==> src/rtl/dds_pkg.sv <==
// -----------------------------------------------------------------------------
// dds_pkg
// Shared definitions for the multi-channel DDS phase accumulator and its
// sequential tuning-word divider.
//   - CLK_FREQ_DEFAULT / PHASE_BITS_DEFAULT : default build parameters
//   - fsm_state_t + IDLE/DIVIDE/COMMIT      : config-port FSM encoding
//   - tuning_word_t                         : tuning word at default width
//   - max_int()                             : elaboration-time helper
// -----------------------------------------------------------------------------
package dds_pkg;

  localparam int CLK_FREQ_DEFAULT   = 100_000_000;
  localparam int PHASE_BITS_DEFAULT = 32;

  // Config FSM encoding, kept as plain constants so older blocks that compare
  // against raw state codes keep working.
  typedef logic [1:0] fsm_state_t;
  localparam fsm_state_t IDLE   = 2'd0;
  localparam fsm_state_t DIVIDE = 2'd1;
  localparam fsm_state_t COMMIT = 2'd2;

  typedef logic [PHASE_BITS_DEFAULT-1:0] tuning_word_t;

  function automatic int max_int(input int a, input int b);
    return (a > b) ? a : b;
  endfunction

endpackage

==> src/rtl/tw_seq_divider.sv <==
// -----------------------------------------------------------------------------
// tw_seq_divider
// Restoring divider computing quotient = floor(dividend * 2^QUOT_BITS / DIVISOR)
// one quotient bit per clock, QUOT_BITS clocks per division. Requires
// dividend < DIVISOR, which keeps the partial remainder below DIVISOR.
//
// Ports:
//   clock, reset   : clock, asynchronous active-high reset
//   start          : begin a division (ignored while busy)
//   dividend       : numerator, sampled on the start edge
//   busy           : division in progress
//   done           : high during the final step; quotient is final from the
//                    following cycle and holds until the next start
//   quotient       : result
// -----------------------------------------------------------------------------
module tw_seq_divider
  import dds_pkg::*;
#(
  parameter int DIVIDEND_BITS = 16,
  parameter int QUOT_BITS     = PHASE_BITS_DEFAULT,
  parameter int DIVISOR       = CLK_FREQ_DEFAULT
) (
  input  logic                     clock,
  input  logic                     reset,
  input  logic                     start,
  input  logic [DIVIDEND_BITS-1:0] dividend,
  output logic                     busy,
  output logic                     done,
  output logic [QUOT_BITS-1:0]     quotient
);

  // The remainder always stays below DIVISOR, but it must also hold the raw
  // dividend on the start edge; the doubled value needs one more bit.
  localparam int REM_BITS = max_int($clog2(DIVISOR), DIVIDEND_BITS + 1);
  localparam int R2_BITS  = REM_BITS + 1;
  localparam int CNT_BITS = max_int($clog2(QUOT_BITS), 1);

  localparam logic [CNT_BITS-1:0] LAST_STEP = CNT_BITS'(QUOT_BITS - 1);
  localparam logic [R2_BITS-1:0]  DIVISOR_W = R2_BITS'(DIVISOR);

  logic [REM_BITS-1:0] rem;
  logic [CNT_BITS-1:0] step;
  logic [R2_BITS-1:0]  r2;
  logic                take;

  assign r2   = {rem, 1'b0};
  assign take = (r2 >= DIVISOR_W);
  assign done = busy && (step == LAST_STEP);

  // NOTE: state registers use non-blocking assignments so every flop samples
  // the pre-edge values of the others, independent of statement order.
  always_ff @(posedge clock or posedge reset) begin
    if (reset) begin
      busy     <= 1'b0;
      rem      <= '0;
      step     <= '0;
      quotient <= '0;
    end else if (start && !busy) begin
      busy     <= 1'b1;
      rem      <= REM_BITS'(dividend);
      step     <= '0;
      quotient <= '0;
    end else if (busy) begin
      // When not taken, r2 < DIVISOR so truncating to REM_BITS loses nothing.
      rem      <= take ? REM_BITS'(r2 - DIVISOR_W) : REM_BITS'(r2);
      quotient <= {quotient[QUOT_BITS-2:0], take};
      step     <= step + 1'b1;
      if (done) begin
        busy <= 1'b0;
      end
    end
  end

endmodule

==> src/rtl/dds_multi_phase_accumulator.sv <==
// -----------------------------------------------------------------------------
// dds_multi_phase_accumulator
// NUM_CH independent DDS phase accumulators. Frequencies (Hz) arrive over a
// valid/ready config port and are turned into tuning words by a shared
// sequential divider (tw = floor(freq * 2^PHASE_BITS / CLK_FREQ)).
//
// Ports:
//   clock, reset  : clock, asynchronous active-high reset
//   sync          : clears every accumulator on the same edge (phase align)
//   cfg_valid/cfg_ready : config handshake; ready drops for the PHASE_BITS+1
//                   cycles of divide + commit after each accepted request
//   cfg_ch        : target channel (>= NUM_CH is accepted but writes nothing)
//   cfg_freq      : frequency in Hz
//   cfg_offset    : phase offset added to the accumulator on the output
//   phase_out     : channel n at [n*PHASE_BITS +: PHASE_BITS], acc + offset,
//                   one register stage behind the accumulator
//   wrap          : per-channel carry-out pulse of the accumulator add
//
// Build option TW_READBACK_EN (`define) adds:
//   rd_ch         : channel whose tuning word is read back
//   rd_tw         : registered tuning word of rd_ch (0 when out of range)
// -----------------------------------------------------------------------------
module dds_multi_phase_accumulator
  import dds_pkg::*;
#(
  parameter int NUM_CH     = 4,
  parameter int PHASE_BITS = PHASE_BITS_DEFAULT,
  parameter int FREQ_BITS  = 16,
  parameter int CLK_FREQ   = CLK_FREQ_DEFAULT,
  parameter int CH_BITS    = 2
) (
  input  logic                         clock,
  input  logic                         reset,
  input  logic                         sync,
  input  logic                         cfg_valid,
  output logic                         cfg_ready,
  input  logic [CH_BITS-1:0]           cfg_ch,
  input  logic [FREQ_BITS-1:0]         cfg_freq,
  input  logic [PHASE_BITS-1:0]        cfg_offset,
`ifdef TW_READBACK_EN
  input  logic [CH_BITS-1:0]           rd_ch,
  output logic [PHASE_BITS-1:0]        rd_tw,
`endif
  output logic [NUM_CH*PHASE_BITS-1:0] phase_out,
  output logic [NUM_CH-1:0]            wrap
);

  fsm_state_t              state;
  logic [CH_BITS-1:0]      lat_ch;
  logic [PHASE_BITS-1:0]   lat_offset;

  logic                    div_start;
  logic                    div_busy;
  logic                    div_done;
  logic [PHASE_BITS-1:0]   div_quotient;

  logic [PHASE_BITS-1:0]   tw  [NUM_CH];
  logic [PHASE_BITS-1:0]   off [NUM_CH];
  logic [PHASE_BITS-1:0]   acc [NUM_CH];
  logic [PHASE_BITS:0]     sum [NUM_CH];

  assign div_start = (state == IDLE) && cfg_valid && cfg_ready;

  tw_seq_divider #(
    .DIVIDEND_BITS (FREQ_BITS),
    .QUOT_BITS     (PHASE_BITS),
    .DIVISOR       (CLK_FREQ)
  ) u_divider (
    .clock    (clock),
    .reset    (reset),
    .start    (div_start),
    .dividend (cfg_freq),
    .busy     (div_busy),
    .done     (div_done),
    .quotient (div_quotient)
  );

  // Config FSM. cfg_ready is registered so it comes up on the first edge
  // after reset and drops on the accept edge itself.
  always_ff @(posedge clock or posedge reset) begin
    if (reset) begin
      state      <= IDLE;
      cfg_ready  <= 1'b0;
      lat_ch     <= '0;
      lat_offset <= '0;
    end else begin
      case (state)
        IDLE: begin
          if (div_start) begin
            lat_ch     <= cfg_ch;
            lat_offset <= cfg_offset;
            cfg_ready  <= 1'b0;
            state      <= DIVIDE;
          end else begin
            cfg_ready  <= 1'b1;
          end
        end
        DIVIDE: begin
          // The divider's last step coincides with the move to COMMIT, so the
          // quotient is final during the COMMIT cycle.
          if (div_done) begin
            state <= COMMIT;
          end else if (!div_busy) begin
            state     <= IDLE;
            cfg_ready <= 1'b1;
          end
        end
        COMMIT: begin
          state     <= IDLE;
          cfg_ready <= 1'b1;
        end
        default: begin
          state     <= IDLE;
          cfg_ready <= 1'b0;
        end
      endcase
    end
  end

  // NOTE: the per-channel register files are small flop arrays rather than
  // RAM, so they can and do take the asynchronous reset like any other state.
  always_ff @(posedge clock or posedge reset) begin
    if (reset) begin
      for (int n = 0; n < NUM_CH; n++) begin
        tw[n]  <= '0;
        off[n] <= '0;
      end
    end else if (state == COMMIT) begin
      // Out-of-range channels match no entry and leave the files untouched.
      for (int n = 0; n < NUM_CH; n++) begin
        if (lat_ch == CH_BITS'(n)) begin
          tw[n]  <= div_quotient;
          off[n] <= lat_offset;
        end
      end
    end
  end

  always_comb begin
    for (int n = 0; n < NUM_CH; n++) begin
      sum[n] = {1'b0, acc[n]} + {1'b0, tw[n]};
    end
  end

  // Accumulators, wrap flags and output stage. sync only clears acc/wrap; the
  // output stage keeps registering acc + off so it shows the offset one edge
  // after the clear.
  always_ff @(posedge clock or posedge reset) begin
    if (reset) begin
      wrap      <= '0;
      phase_out <= '0;
      for (int n = 0; n < NUM_CH; n++) begin
        acc[n] <= '0;
      end
    end else begin
      for (int n = 0; n < NUM_CH; n++) begin
        if (sync) begin
          acc[n]  <= '0;
          wrap[n] <= 1'b0;
        end else begin
          acc[n]  <= sum[n][PHASE_BITS-1:0];
          wrap[n] <= sum[n][PHASE_BITS];
        end
        phase_out[n*PHASE_BITS +: PHASE_BITS] <= acc[n] + off[n];
      end
    end
  end

`ifdef TW_READBACK_EN
  logic [PHASE_BITS-1:0] rd_sel;

  always_comb begin
    rd_sel = '0;
    for (int n = 0; n < NUM_CH; n++) begin
      if (rd_ch == CH_BITS'(n)) begin
        rd_sel = tw[n];
      end
    end
  end

  always_ff @(posedge clock or posedge reset) begin
    if (reset) begin
      rd_tw <= '0;
    end else begin
      rd_tw <= rd_sel;
    end
  end
`endif

endmodule
==> config.mk <==
export PLATFORM = sky130hd
export DESIGN_NAME = dds_multi_phase_accumulator
export DESIGN_NICKNAME = d
export VERILOG_FILES = /design/src/rtl/dds_pkg.sv /design/src/rtl/tw_seq_divider.sv /design/src/rtl/dds_multi_phase_accumulator.sv
export SDC_FILE = /design/constraint.sdc
export NUM_CORES = 1
export LEC_CHECK = 0
export BUFFER_PORTS_ARGS = -buffer_cell sky130_fd_sc_hd__buf_4
export CELL_PAD_IN_SITES_DETAIL_PLACEMENT = 1
export CELL_PAD_IN_SITES_GLOBAL_PLACEMENT = 2
export CORE_UTILIZATION = 44
export DETAILED_ROUTE_END_ITERATION = 8
export PLACE_DENSITY = 0.84
export REMOVE_ABC_BUFFERS = 1
export SYNTH_ARGS = -nofsm -noshare
export SYNTH_HDL_FRONTEND = slang
export SYNTH_SLANG_ARGS = --single-unit
==> constraint.sdc <==
create_clock -name clock -period 58 [get_ports clock]
set_input_delay 2.9 -clock clock [delete_from_list [all_inputs] [get_ports clock]]
set_output_delay 2.9 -clock clock [all_outputs]
set_load 0.005 [all_outputs]
# ---- Yosys cells after proc, flatten, opt, wreduce, memory -nomap -nowiden
# Index checks and enable logic that the tools add are counted.
dict set report op_classes {
  n_addsub 10
  eq_ne 10
  reduce_logical 15
  muxes 26
  n_lt_le_gt_ge 1
}
# op count
set ops {}
lappend ops {{$mux W32} 6}
lappend ops {{$add A32 B32 Y33} 4}
lappend ops {{$add A32 B32 Y32} 4}
lappend ops {{$mux W27} 3}
lappend ops {{$ge A28 B27 Y1 const B} 1}
lappend ops {{$sub A27 B27 Y27 const B} 1}
lappend ops {{$reduce_and A2 Y1} 7}
lappend ops {{$mux W1} 10}
lappend ops {{$mux W5} 2}
lappend ops {{$eq A2 B2 Y1 const B} 3}
lappend ops {{$mux W2} 3}
lappend ops {{$add A5 B1 Y5 const B} 1}
lappend ops {{$eq A5 B5 Y1 const B} 1}
lappend ops {{$eq A2 B1 Y1 const B} 2}
lappend ops {{$logic_and A1 B1 Y1} 4}
lappend ops {{$logic_not A2 Y1} 2}
lappend ops {{$ne A2 B2 Y1 const B} 2}
lappend ops {{$pmux W2 S2} 1}
lappend ops {{$ne A3 B3 Y1 const B} 1}
lappend ops {{$pmux W1 S3} 1}
lappend ops {{$ne A2 B1 Y1 const B} 1}
lappend ops {{$reduce_bool A2 Y1} 1}
lappend ops {{$logic_not A1 Y1} 1}
dict set report totals {
  elab_cells 84
  output_inout_bits 133
  in_bits 54
  ff_bits 618
}

# ---- Longest topological paths before layout
dict set report logic_depth {
  word_depth 5
  mapped_depth 12
  mapped_depth_nobuf 12
}

# ---- Cells and area by module
# From an unflattened synthesis, not the netlist that was laid out.
dict set report unflattened {
  hier_cells 3075
  hier_area_um2 33464.6
}
# module area_per_inst_um2 seq_area_each_um2 instances cells_per_inst
set modules_own_cells {}
lappend modules_own_cells {dds_multi_phase_accumulator 30331.6 13838.3 1 2743}
lappend modules_own_cells {tw_seq_divider 3133.0 1626.6 1 332}

# ---- Least setup slack after synthesis
# No wires, ideal clock.
dict set report synth_path {
  path_type {input port to flip-flop}
  startpoint {in cfg_valid}
  endpoint {reg lat_offset[0]}
  slack_ns 53.753
  setup_time_ns 0.065
  path_buffers 3
  path_stages 6
  required_ns 57.935
  arrival_time_ns 4.181
  path_cell_list {and3_1 clkbuf_1 clkbuf_1 clkbuf_1 nand2_1 nand2_1}
}
dict set report synth_between {
  elab_chain_cells 3
}
# item line_no
set synth_rtl {}
lappend synth_rtl {{start: declaration} dds_multi_phase_accumulator.sv:35} ;# input logic cfg_valid,
lappend synth_rtl {{$logic_and A1 B1 Y1 (2 in series)} dds_multi_phase_accumulator.sv:62} ;# assign div_start = (state == IDLE) && cfg_valid && cfg_ready;
lappend synth_rtl {{$reduce_and A2 Y1 (no line)} -}
lappend synth_rtl {{end signal: assignment} dds_multi_phase_accumulator.sv:91} ;# lat_offset <= cfg_offset;
lappend synth_rtl {{end: declaration} dds_multi_phase_accumulator.sv:50} ;# logic [PHASE_BITS-1:0] lat_offset;
# Every way passes these cells.
# A chain may end at the register's enable or synchronous reset.

==> flow_summary.yaml <==
run_status:
  status: "completed"
timing:
  setup_viol: 0
  rsz0062_at_grt: "false"
  hold_slack_ps: 512
  max_slew.worst_pin.slew_ps: 1030
  tns_ps: 0
  fin_skew_ps: 24.1
  hold_viol: 0
  timing.final.ws_setup_ps: 52520
  period_minus_slack_ps: 5480
  slew_violations: 0
  fmax_mhz: 182
  slew_headroom_pct: 31.3
  post-route-period-util_pct: 9.45
grt:
  track_usage_pct: 24.6
  overflow: 0
  grt_pass1_wl_mm: 151
  grt_pass1_vias: 27021
  grt_max_degree: 114
  antenna_found_initial: 3
synth:
  synth_area_mm2: 0.0336
  synthCells: 3169
  yosysTopAreaCell: "dfrtp_1"
  synth_top_area_share_pct: 46.0
  synth-compound-area-share_pct: 15.7
  ys_top_cells_by_count: "dfrtp_1 (618), nand2_1 (316), mux2_2 (268)"
  synth_edf_count: 0
  ys_async_sr_fraction_pct: 100
  synthMuxAreaShare_pct: 9.53
  synth.most_common_cell: "dfrtp_1"
  yosysWarningCount: 0
  synth.area.top_cells: "dfrtp_1 (46%), ha_1 (9.6%), mux2_2 (9.0%)"
  ys_seq_area_share_pct: 46.0
  synth_fa_ha_area_share_pct: 10.1
  synthXorXnorAreaFrac_pct: 5.42
  synth_top_family_by_area: "compound AO/OA/AOI/OAI gates"
  yosysUniqueCellTypes: 89
  synthSimpleGateAreaFrac_pct: 11.3
  ys.flop_type: "dfrtp_1"
  synth.avg_cell_area_um2: 10.6
  ys_ff_latch: 618
critical_path:
  critPathArrivalTime_ps: 6020
  start_kind: "input pin"
  endpoint_kind: "async pin"
  path_cells: "buf_4 -> inv_8 -> buf_4 -> buf_4 -> buf_4"
  crit_slowest_cell: "buf_4"
  crit_required_ps: 58540
  max_stage_delay_ps: 770
  path_max_fanout: 113
  rr_worst_depth: 11
  cpMostUsedCell: "buf_4"
  crit_type: "input pin to async pin"
job:
  cap_violations: 0
routing:
  num_vias: 24958
  viasPerCell: 5.70
  final_antenna_net_count: 0
  drtIter0Drc: 1197
  drt_drc_violations_left: 0
  wl_per_cell_um: 21.3
  dr.pass1.iters: 5
  wl_mm: 93.4
die:
  die_y_um: 278
  die-width_um: 278
  initial_core_util_pct: 44.8
  io_pins: 187
  dieArea_mm2: 0.0775
  fp-row-count: 100
  core_mm2: 0.0751
finish:
  fin_area_mm2: 0.0386
  fill_cells: 8035
  final_nets: 3672
  drive_above_1_share_pct: 19.5
  syn2layout_area_growth_pct: 14.7
clock_tree:
  htreeDepth: 3
  clkSlewWorstSetupHoldPaths_ps: 60
  cts_inserted_buffers: 74
  cts_buffer_depth: 3
  clk_latency_ps: 620
  ctsHoldBuffers: 0
  post_cts_resized: 0
  cts_tree: "yes"
  cts.sinks: 618
  cts_root_buf: "clkbuf_16"
  postCtsSetupBuffers: 0
min_path:
  hold_class: "flop to flop"
  whs_path_depth: 1
power:
  power_density_mw_per_mm2: 43.7
  vdd_drop_max_mv: 0.0268
  p_leak_nw: 20.4
  power_mw: 1.69
placement:
  dp_hpwl_mm: 69.4
  place_area_mm2: 0.0360
  portBuffers: 186
  pre_cts_ws_ps: 51640
  place.gp.congestion: 0.881
-- stage by stage --
stage,instances,utilization [%]
after global placement,4244,48.0
after CTS,4378,51.4
after floorplan,3073,-
after detailed placement,4244,48.0
after global routing,4378,51.4
final,4379,51.4
-- cell type report --
cell class | instances | area (um2) | area share [%]
multi-input combinational | 2379 | 17500 | 45.4
sequential | 618 | 15500 | 40.1
clock buffer | 98 | 2090 | 5.43
timing repair buffer | 202 | 1520 | 3.93
tap | 969 | 1210 | 3.14
clock inverter | 36 | 452 | 1.17
inverter | 76 | 293 | 0.759
antenna | 1 | 2.50 | 0.00649
-- cell usage in the layout (no fill, tap or decap), types with 10 or more instances in the layout --
master	netlist	final
inv_1	76	75
o21ai_0	153	153
o21a_1	28	28
nor2b_1	41	41
o211ai_1	17	17
mux2i_1	15	15
nand2_1	316	316
a31o_2	10	10
o21bai_1	34	34
and3_1	21	20
mux2_2	268	268
a21oi_1	220	220
nand3_1	50	48
or3_1	12	12
xor2_1	81	81
nand2b_1	32	32
nor2_1	214	214
nor3_1	42	42
a31oi_1	21	21
o31ai_1	11	11
buf_4	1	202
clkbuf_16	0	75
a21o_1	138	138
clkinv_2	0	18
nand4_1	26	26
dfrtp_1	618	617
and2_1	20	20
clkbuf_8	0	13
clkbuf_1	91	10
ha_1	259	259
xnor2_1	127	127
a21boi_0	10	10
a211oi_1	35	35
or2_2	14	14
-- cell families (layout without fill, tap and decap cells) --
| group | after synthesis | in the layout |
|---|---|---|
| AOI/OAI and AO/OA | 792 | 792 |
| xor gates and xnor gates | 208 | 208 |
| adders and majority gates | 267 | 267 |
| buffers and inverters | 172 | 412 |
| DFF | 618 | 618 |
| muxes | 286 | 286 |
| other | 0 | 1 |
| and+or+nand+nor | 826 | 826 |
-- per-layer routing --
layer	vias up	routed length, um	track usage [%]
met3	138	2550	2.86
met5	-	0	0
li1	11780	-	-
met4	0	2360	6.77
met2	361	45300	42.0
met1	12679	43200	33.1
-- final timing paths --
| kind | to | slack [ps] | start |
|---|---|---|---|
| worst min register to register | off[90] | 510 | off[90] |
| worst min-delay path | off[90] | 510 | off[90] |
| min in group asynchronous | phase_out[101] | 2390 | reset |
| max in group clock | acc[27] | 53150 | sync |
| worst max-delay path | u_divider.busy | 52520 | reset |
| worst max register to register | phase_out[56] | 54360 | acc[64] |
-- flip-flops by register name, summed over array words and instances (netlist names) --
register and flops:
state 2, u_divider.step 5, tw 128, cfg_ready 1
u_divider.busy 1, lat_ch 2, phase_out 128, off 128
u_divider.rem 27, wrap 4, u_divider.quotient 32, lat_offset 32
acc 128
-- report_power, final --
part | internal, mW | total, mW | switching (mW)
Combinational | 0.226 | 0.504 | 0.278
Clock | 0.295 | 0.484 | 0.190
Sequential | 0.556 | 0.698 | 0.142
-- critical path: cells and delay by family --
family,cells,cell delay [ps]
buffers and inverters,5,2840
(Power assumes the default switching activity.)
